**config.mk**
```make
export PLATFORM = sky130hd
export DESIGN_NAME = mult_arbiter
export DESIGN_NICKNAME = d
export VERILOG_FILES = /design/src/rtl/mult_arbiter_pkg.sv /design/src/rtl/mult_arbiter_rr_arbiter2.sv /design/src/rtl/mult_arbiter.sv
export SDC_FILE = /design/constraint.sdc
export NUM_CORES = 1
export LEC_CHECK = 0
export ABC_AREA = 1
export CAP_MARGIN = 40
export CORE_UTILIZATION = 35
export CTS_CLUSTER_DIAMETER = 120
export DETAILED_ROUTE_END_ITERATION = 16
export PLACE_DENSITY = 0.7
export REMOVE_ABC_BUFFERS = 1
export SLEW_MARGIN = 20
export SYNTH_ARGS = -nofsm -noshare
export SYNTH_HDL_FRONTEND = slang
export SYNTH_SLANG_ARGS = --single-unit
```
**constraint.sdc**
```tcl
create_clock -name CLK -period 3.16 [get_ports CLK]
set_input_delay 0.474 -clock CLK [delete_from_list [all_inputs] [get_ports CLK]]
set_output_delay 0.474 -clock CLK [all_outputs]
set_load 0.03 [all_outputs]
```
**src/rtl/mult_arbiter_pkg.sv**
```systemverilog
// Shared types and constants for the two-requester multiplier arbiter.
package mult_arbiter_pkg;

    typedef enum logic [1:0] {
        ST_IDLE  = 2'd0,
        ST_START = 2'd1,
        ST_BUSY  = 2'd2,
        ST_RESP  = 2'd3
    } state_t;

    localparam int TIMEOUT_DEFAULT = 64;

endpackage

```
**src/rtl/mult_arbiter_rr_arbiter2.sv**
```systemverilog
// Two-way round-robin arbiter; on a tie the requester other than the last one granted wins.
module rr_arbiter2 (
    input  logic       clk_i,
    input  logic       rst_i,
    input  logic [1:0] req_i,
    input  logic       grant_en_i,
    output logic       gnt_valid_o,
    output logic       gnt_id_o
);

    logic last_q;

    always_comb begin
        gnt_valid_o = |req_i;
        if (req_i == 2'b11) gnt_id_o = ~last_q;
        else                gnt_id_o = req_i[1];
    end

    // Reset to 1 so requester 0 wins the first tie.
    always_ff @(posedge clk_i or posedge rst_i) begin
        if (rst_i)                           last_q <= 1'b1;
        else if (grant_en_i && gnt_valid_o)  last_q <= gnt_id_o;
    end

endmodule

```
**src/rtl/mult_arbiter.sv**
```systemverilog
// Shares one multiplier between two requesters: grant, start, wait for done/timeout, respond.
module mult_arbiter
    import mult_arbiter_pkg::*;
#(
    parameter int width   = 16,
    parameter int TIMEOUT = TIMEOUT_DEFAULT
) (
    input  logic                 CLK,
    input  logic                 RST,
    input  logic                 Req0,
    input  logic                 Req1,
    input  logic [width-1:0]     A0,
    input  logic [width-1:0]     B0,
    input  logic [width-1:0]     A1,
    input  logic [width-1:0]     B1,
    output logic                 Ack0,
    output logic                 Ack1,
    output logic [2*width-1:0]   Result,
    output logic                 ResultId,
    output logic                 ResultErr,
    output logic                 ResultValid,
    input  logic                 ResultReady,
    output logic                 MultBegin,
    output logic [width-1:0]     MultA,
    output logic [width-1:0]     MultB,
    input  logic [2*width-1:0]   MultProduct,
    input  logic                 MultDone
);

    localparam int CW = (TIMEOUT > 1) ? $clog2(TIMEOUT) : 1;
    localparam logic [CW-1:0] CNT_LAST = CW'(TIMEOUT - 1);

    state_t               state_q;
    logic [CW-1:0]        cnt_q;
    logic                 ack0_q, ack1_q, begin_q;
    logic [width-1:0]     mult_a_q, mult_b_q;
    logic [2*width-1:0]   result_q;
    logic                 id_q, err_q, valid_q;
    logic                 gnt_valid, gnt_id;

    rr_arbiter2 u_arb (
        .clk_i       (CLK),
        .rst_i       (RST),
        .req_i       ({Req1, Req0}),
        .grant_en_i  (state_q == ST_IDLE),
        .gnt_valid_o (gnt_valid),
        .gnt_id_o    (gnt_id)
    );

    always_ff @(posedge CLK or posedge RST) begin
        if (RST) begin
            state_q  <= ST_IDLE;
            cnt_q    <= '0;
            ack0_q   <= 1'b0;
            ack1_q   <= 1'b0;
            begin_q  <= 1'b0;
            mult_a_q <= '0;
            mult_b_q <= '0;
            result_q <= '0;
            id_q     <= 1'b0;
            err_q    <= 1'b0;
            valid_q  <= 1'b0;
        end else begin
            case (state_q)
                ST_IDLE: begin
                    if (gnt_valid) begin
                        state_q  <= ST_START;
                        begin_q  <= 1'b1;
                        ack0_q   <= ~gnt_id;
                        ack1_q   <= gnt_id;
                        id_q     <= gnt_id;
                        mult_a_q <= gnt_id ? A1 : A0;
                        mult_b_q <= gnt_id ? B1 : B0;
                    end
                end
                ST_START: begin
                    state_q <= ST_BUSY;
                    begin_q <= 1'b0;
                    ack0_q  <= 1'b0;
                    ack1_q  <= 1'b0;
                    cnt_q   <= '0;
                end
                ST_BUSY: begin
                    // cnt_q == 0 marks the first BUSY cycle, where a Done left over from the previous op is ignored.
                    if (cnt_q != '0 && MultDone) begin
                        state_q  <= ST_RESP;
                        result_q <= MultProduct;
                        err_q    <= 1'b0;
                        valid_q  <= 1'b1;
                    end else if (cnt_q == CNT_LAST) begin
                        state_q  <= ST_RESP;
                        result_q <= '0;
                        err_q    <= 1'b1;
                        valid_q  <= 1'b1;
                    end else begin
                        cnt_q <= cnt_q + CW'(1);
                    end
                end
                ST_RESP: begin
                    if (ResultReady) begin
                        state_q <= ST_IDLE;
                        valid_q <= 1'b0;
                    end
                end
                default: state_q <= ST_IDLE;
            endcase
        end
    end

    assign Ack0        = ack0_q;
    assign Ack1        = ack1_q;
    assign MultBegin   = begin_q;
    assign MultA       = mult_a_q;
    assign MultB       = mult_b_q;
    assign Result      = result_q;
    assign ResultId    = id_q;
    assign ResultErr   = err_q;
    assign ResultValid = valid_q;

endmodule

```
==> flow_metrics.py <==
metrics = {
    "logic_synthesis": {
        "synth_most_common_cell": "dfrtp_1",
        "synth_common_cells": "dfrtp_1 (78), nand2_1 (62), o21ai_1 (47)",
        "synth_top_area_share": 0.5223,
        "synth.distinct_cells": 28,
        "ys_seq_elements": 79,
        "syn_inst": 420,
        "synth_top_cell_by_area": "dfrtp_1",
        "synth_seq_area_share": 0.5293,
        "ys.flop_type": "dfrtp_1",
        "yosysWarnings": 0,
        "netlist_area_um2": 3737,
        "synth-edff-count": 0,
        "avgSynthCellArea_um2": 8.898,
        "netlist_top_cells_area": "dfrtp_1 (52%), o21ai_1 (6.3%), nand2_1 (6.2%)",
        "async_flop_share": 1.000,
    },
    "floorplan": {
        "num_rows": 37,
        "dieArea_um2": 11100,
        "fp.dieH_um": 105.3,
        "die_w_um": 105.3,
        "pin_count": 172,
        "start_util": 0.3620,
        "core_area_um2": 10320,
    },
    "setup_path": {
        "arrival_ns": 2.35,
        "crit_type": "reg2reg",
        "crit_chain": "inv_1 -> ha_1 -> nand3_2 -> buf_4 -> nand3_1 -> o21ai_1",
        "crit_path_top_delay_cell": "nand3_2",
        "worst_setup_path_end_kind": "flip-flop",
        "cp_num_buf_inv": 2,
        "crit_fanout": 30,
        "crit_path_start_kind": "flip-flop",
        "cp.required_ns": 3.38,
        "crit_family": "simple AND/OR/NAND/NOR gates",
        "slowest_delay_ns": 0.55,
    },
    "pwr": {
        "switchingPower_w": 0.002378,
        "sw_frac_of_total": 0.4310,
        "clkPwrFrac": 0.150,
        "pwr-share-comb": 0.533,
        "ir_drop_mv": 0.4839,
        "seqPwrFrac": 0.317,
        "leakage_nw": 2.599,
        "power_density_nw_per_um2": 964.6,
        "p_int_w": 0.003139,
        "power_w": 0.005517,
    },
    "route": {
        "viasPerCell": 4.745,
        "top_layer": "met4",
        "drt_pre_antenna_iters": 4,
        "drt-total-wl_mm": 9.914,
        "dr_wl_met3_um": 991,
        "dr_wl_met2_mm": 4.492,
        "wl_per_cell_um": 13.67,
        "m1WireLength_mm": 4.308,
        "vias": 3440,
        "dr.first_iter.drc_count": 68,
        "drc_errors": 0,
        "antenna_left": 0,
    },
    "clock_network": {
        "postCtsSetupBuffers": 0,
        "ctsHtreeMaxLevel": 3,
        "ctsRootBufferMaster": "clkbuf_8",
        "clk_latency_ns": 0.34,
        "clockBufferDepth": 2,
        "cts_made_buffers": 9,
        "ctsResizeCount": 0,
        "clk_pin_slew_ns": 0.09,
        "hold_buffers": 0,
        "cts_tree": "yes",
        "cts.sinks": 79,
    },
    "sta": {
        "drv_slew": 0,
        "worstMarginPinSlew_ns": 0.7120,
        "finalSetupViolations": 0,
        "fin_ws_ns": 1.029,
        "rsz0062_at_grt": "no",
        "fin_crit_sh": 0.6744,
        "fin_setup_tns_ns": 0,
        "hold_viol": 0,
        "relSlewSlack": 0.5248,
        "fin_skew_ns": 0.01406,
        "clock.fmax_mhz": 469.2,
        "fin_crit_ns": 2.131,
    },
    "place": {
        "dp_hpwl_mm": 7.353,
        "io_buffers": 171,
        "place_ws_ns": 0.8916,
        "gp_congestion": 0.8243,
        "dp.cells": 709,
    },
    "run": {
        "maxCapViolCount": 0,
    },
    "layout": {
        "final_cells": 725,
        "nets": 693,
        "antenna_cells": 0,
        "syn_to_final_growth_pct": 53.03,
        "drive_above_1_share": 0.08829,
    },
    "run_status": {
        "status": "finished clean",
    },
    "global_route": {
        "grt_pass1_wl_mm": 16.26,
        "gr-total-overflow": 0,
        "grt_pass1_vias": 3367,
        "antenna_found_initial": 0,
        "grt_max_degree": 41,
        "track_usage": 0.1820,
    },
    "hold_path": {
        "hp-class": "reg2reg",
    },
}
## metrics by stage
| step | util | hold WS (ns) | instance area (µm²) |
|---|---|---|---|
| final | 0.5540 | 0.4726 | 5719 |
| after floorplan | - | 0.4481 | 3563 |
| after detailed placement | 0.5324 | 0.4599 | 5497 |
| after CTS | 0.5540 | 0.4746 | 5719 |
| after global routing | 0.5540 | 0.5061 | 5719 |
| after global placement | 0.5324 | 0.4597 | 5497 |
## worst reg2reg max path: cells and delay by family, from the launching register on
kind / cells / cell delay [ns]
AO/OA/AOI/OAI: 1 / 0.08
adder cells (fa/ha/maj): 1 / 0.29
buffers and inverters: 2 / 0.59
flip-flops: 1 / 0.42
AND/OR/NAND/NOR: 2 / 0.65
## metal layers
layer / track usage / vias up
met3: 0.06432 / 10
met2: 0.2918 / 151
met4: 0.05131 / 0
met5: 0 / -
li1: - / 1690
met1: 0.2317 / 1589
## state kept, by name (all words and copies together) (netlist names)
signal and flops:
Result 32, MultA 16, MultB 16, cnt_q 6, state_q 2, Ack0 1, Ack1 1, MultBegin 1
ResultErr 1, ResultId 1, ResultValid 1, u_arb.last_q 1
## logic make-up (layout without fill, tap and decap cells)
family                   count (synthesis)  after routing  synth area share
adder cells (fa/ha/maj)                  7              7           0.02343
AO/OA/AOI/OAI                          106            106            0.1614
flip-flops                              79             79            0.5293
XOR/XNOR                                 3              3          0.007032
buffers and inverters                   71            240           0.09474
AND/OR/NAND/NOR                        154            154            0.1841
## power by group through the flow
stage	Combinational, W	Sequential (W)	Clock (W)
after floorplan	0.000908	0.00253	0
after global placement	0.00291	0.00175	0
after detailed placement	0.00296	0.00176	0
after CTS	0.00297	0.00175	0.000850
after global routing	0.00318	0.00180	0.000885
final	0.00294	0.00175	0.000830
## cell type report
type,count,area (µm²)
Inverter,48,181.4
Clock buffer,11,141.4
Sequential cell,79,1978
Tap cell,136,170.2
Fill cell,977,4604
Clock inverter,5,81.33
Multi-Input combinational cell,270,1405
Timing Repair Buffer,176,1762
## final timing paths
path,to,startpoint,depth (start not counted),slack (ns)
setup / recovery,Result[17]$_DFFE_PP0P_,state_q[0]$_DFFE_PP0P_,6,1.03
hold / removal,u_arb.last_q$_DFFE_PP1P_,u_arb.last_q$_DFFE_PP1P_,2,0.47
setup reg to reg,Result[17]$_DFFE_PP0P_,state_q[0]$_DFFE_PP0P_,6,1.03
hold reg to reg,u_arb.last_q$_DFFE_PP1P_,u_arb.last_q$_DFFE_PP1P_,2,0.47
max in group asynchronous,Result[16]$_DFFE_PP0P_,RST,3,1.96
min in group asynchronous,MultBegin$_DFFE_PP0P_,RST,2,0.54
## cell usage in the layout, fill, tap and decap left out, drive strengths merged, types with 3 or more instances in the layout
cell           count
o21ai            103
dfrtp             78
inv               47
clkbuf            11
nand3             43
nand2             65
ha                 7
clkdlybuf4s50    171
clkinv             3
nor2              41
buf                5
No activity file was read; power rests on OpenSTA's default activity.
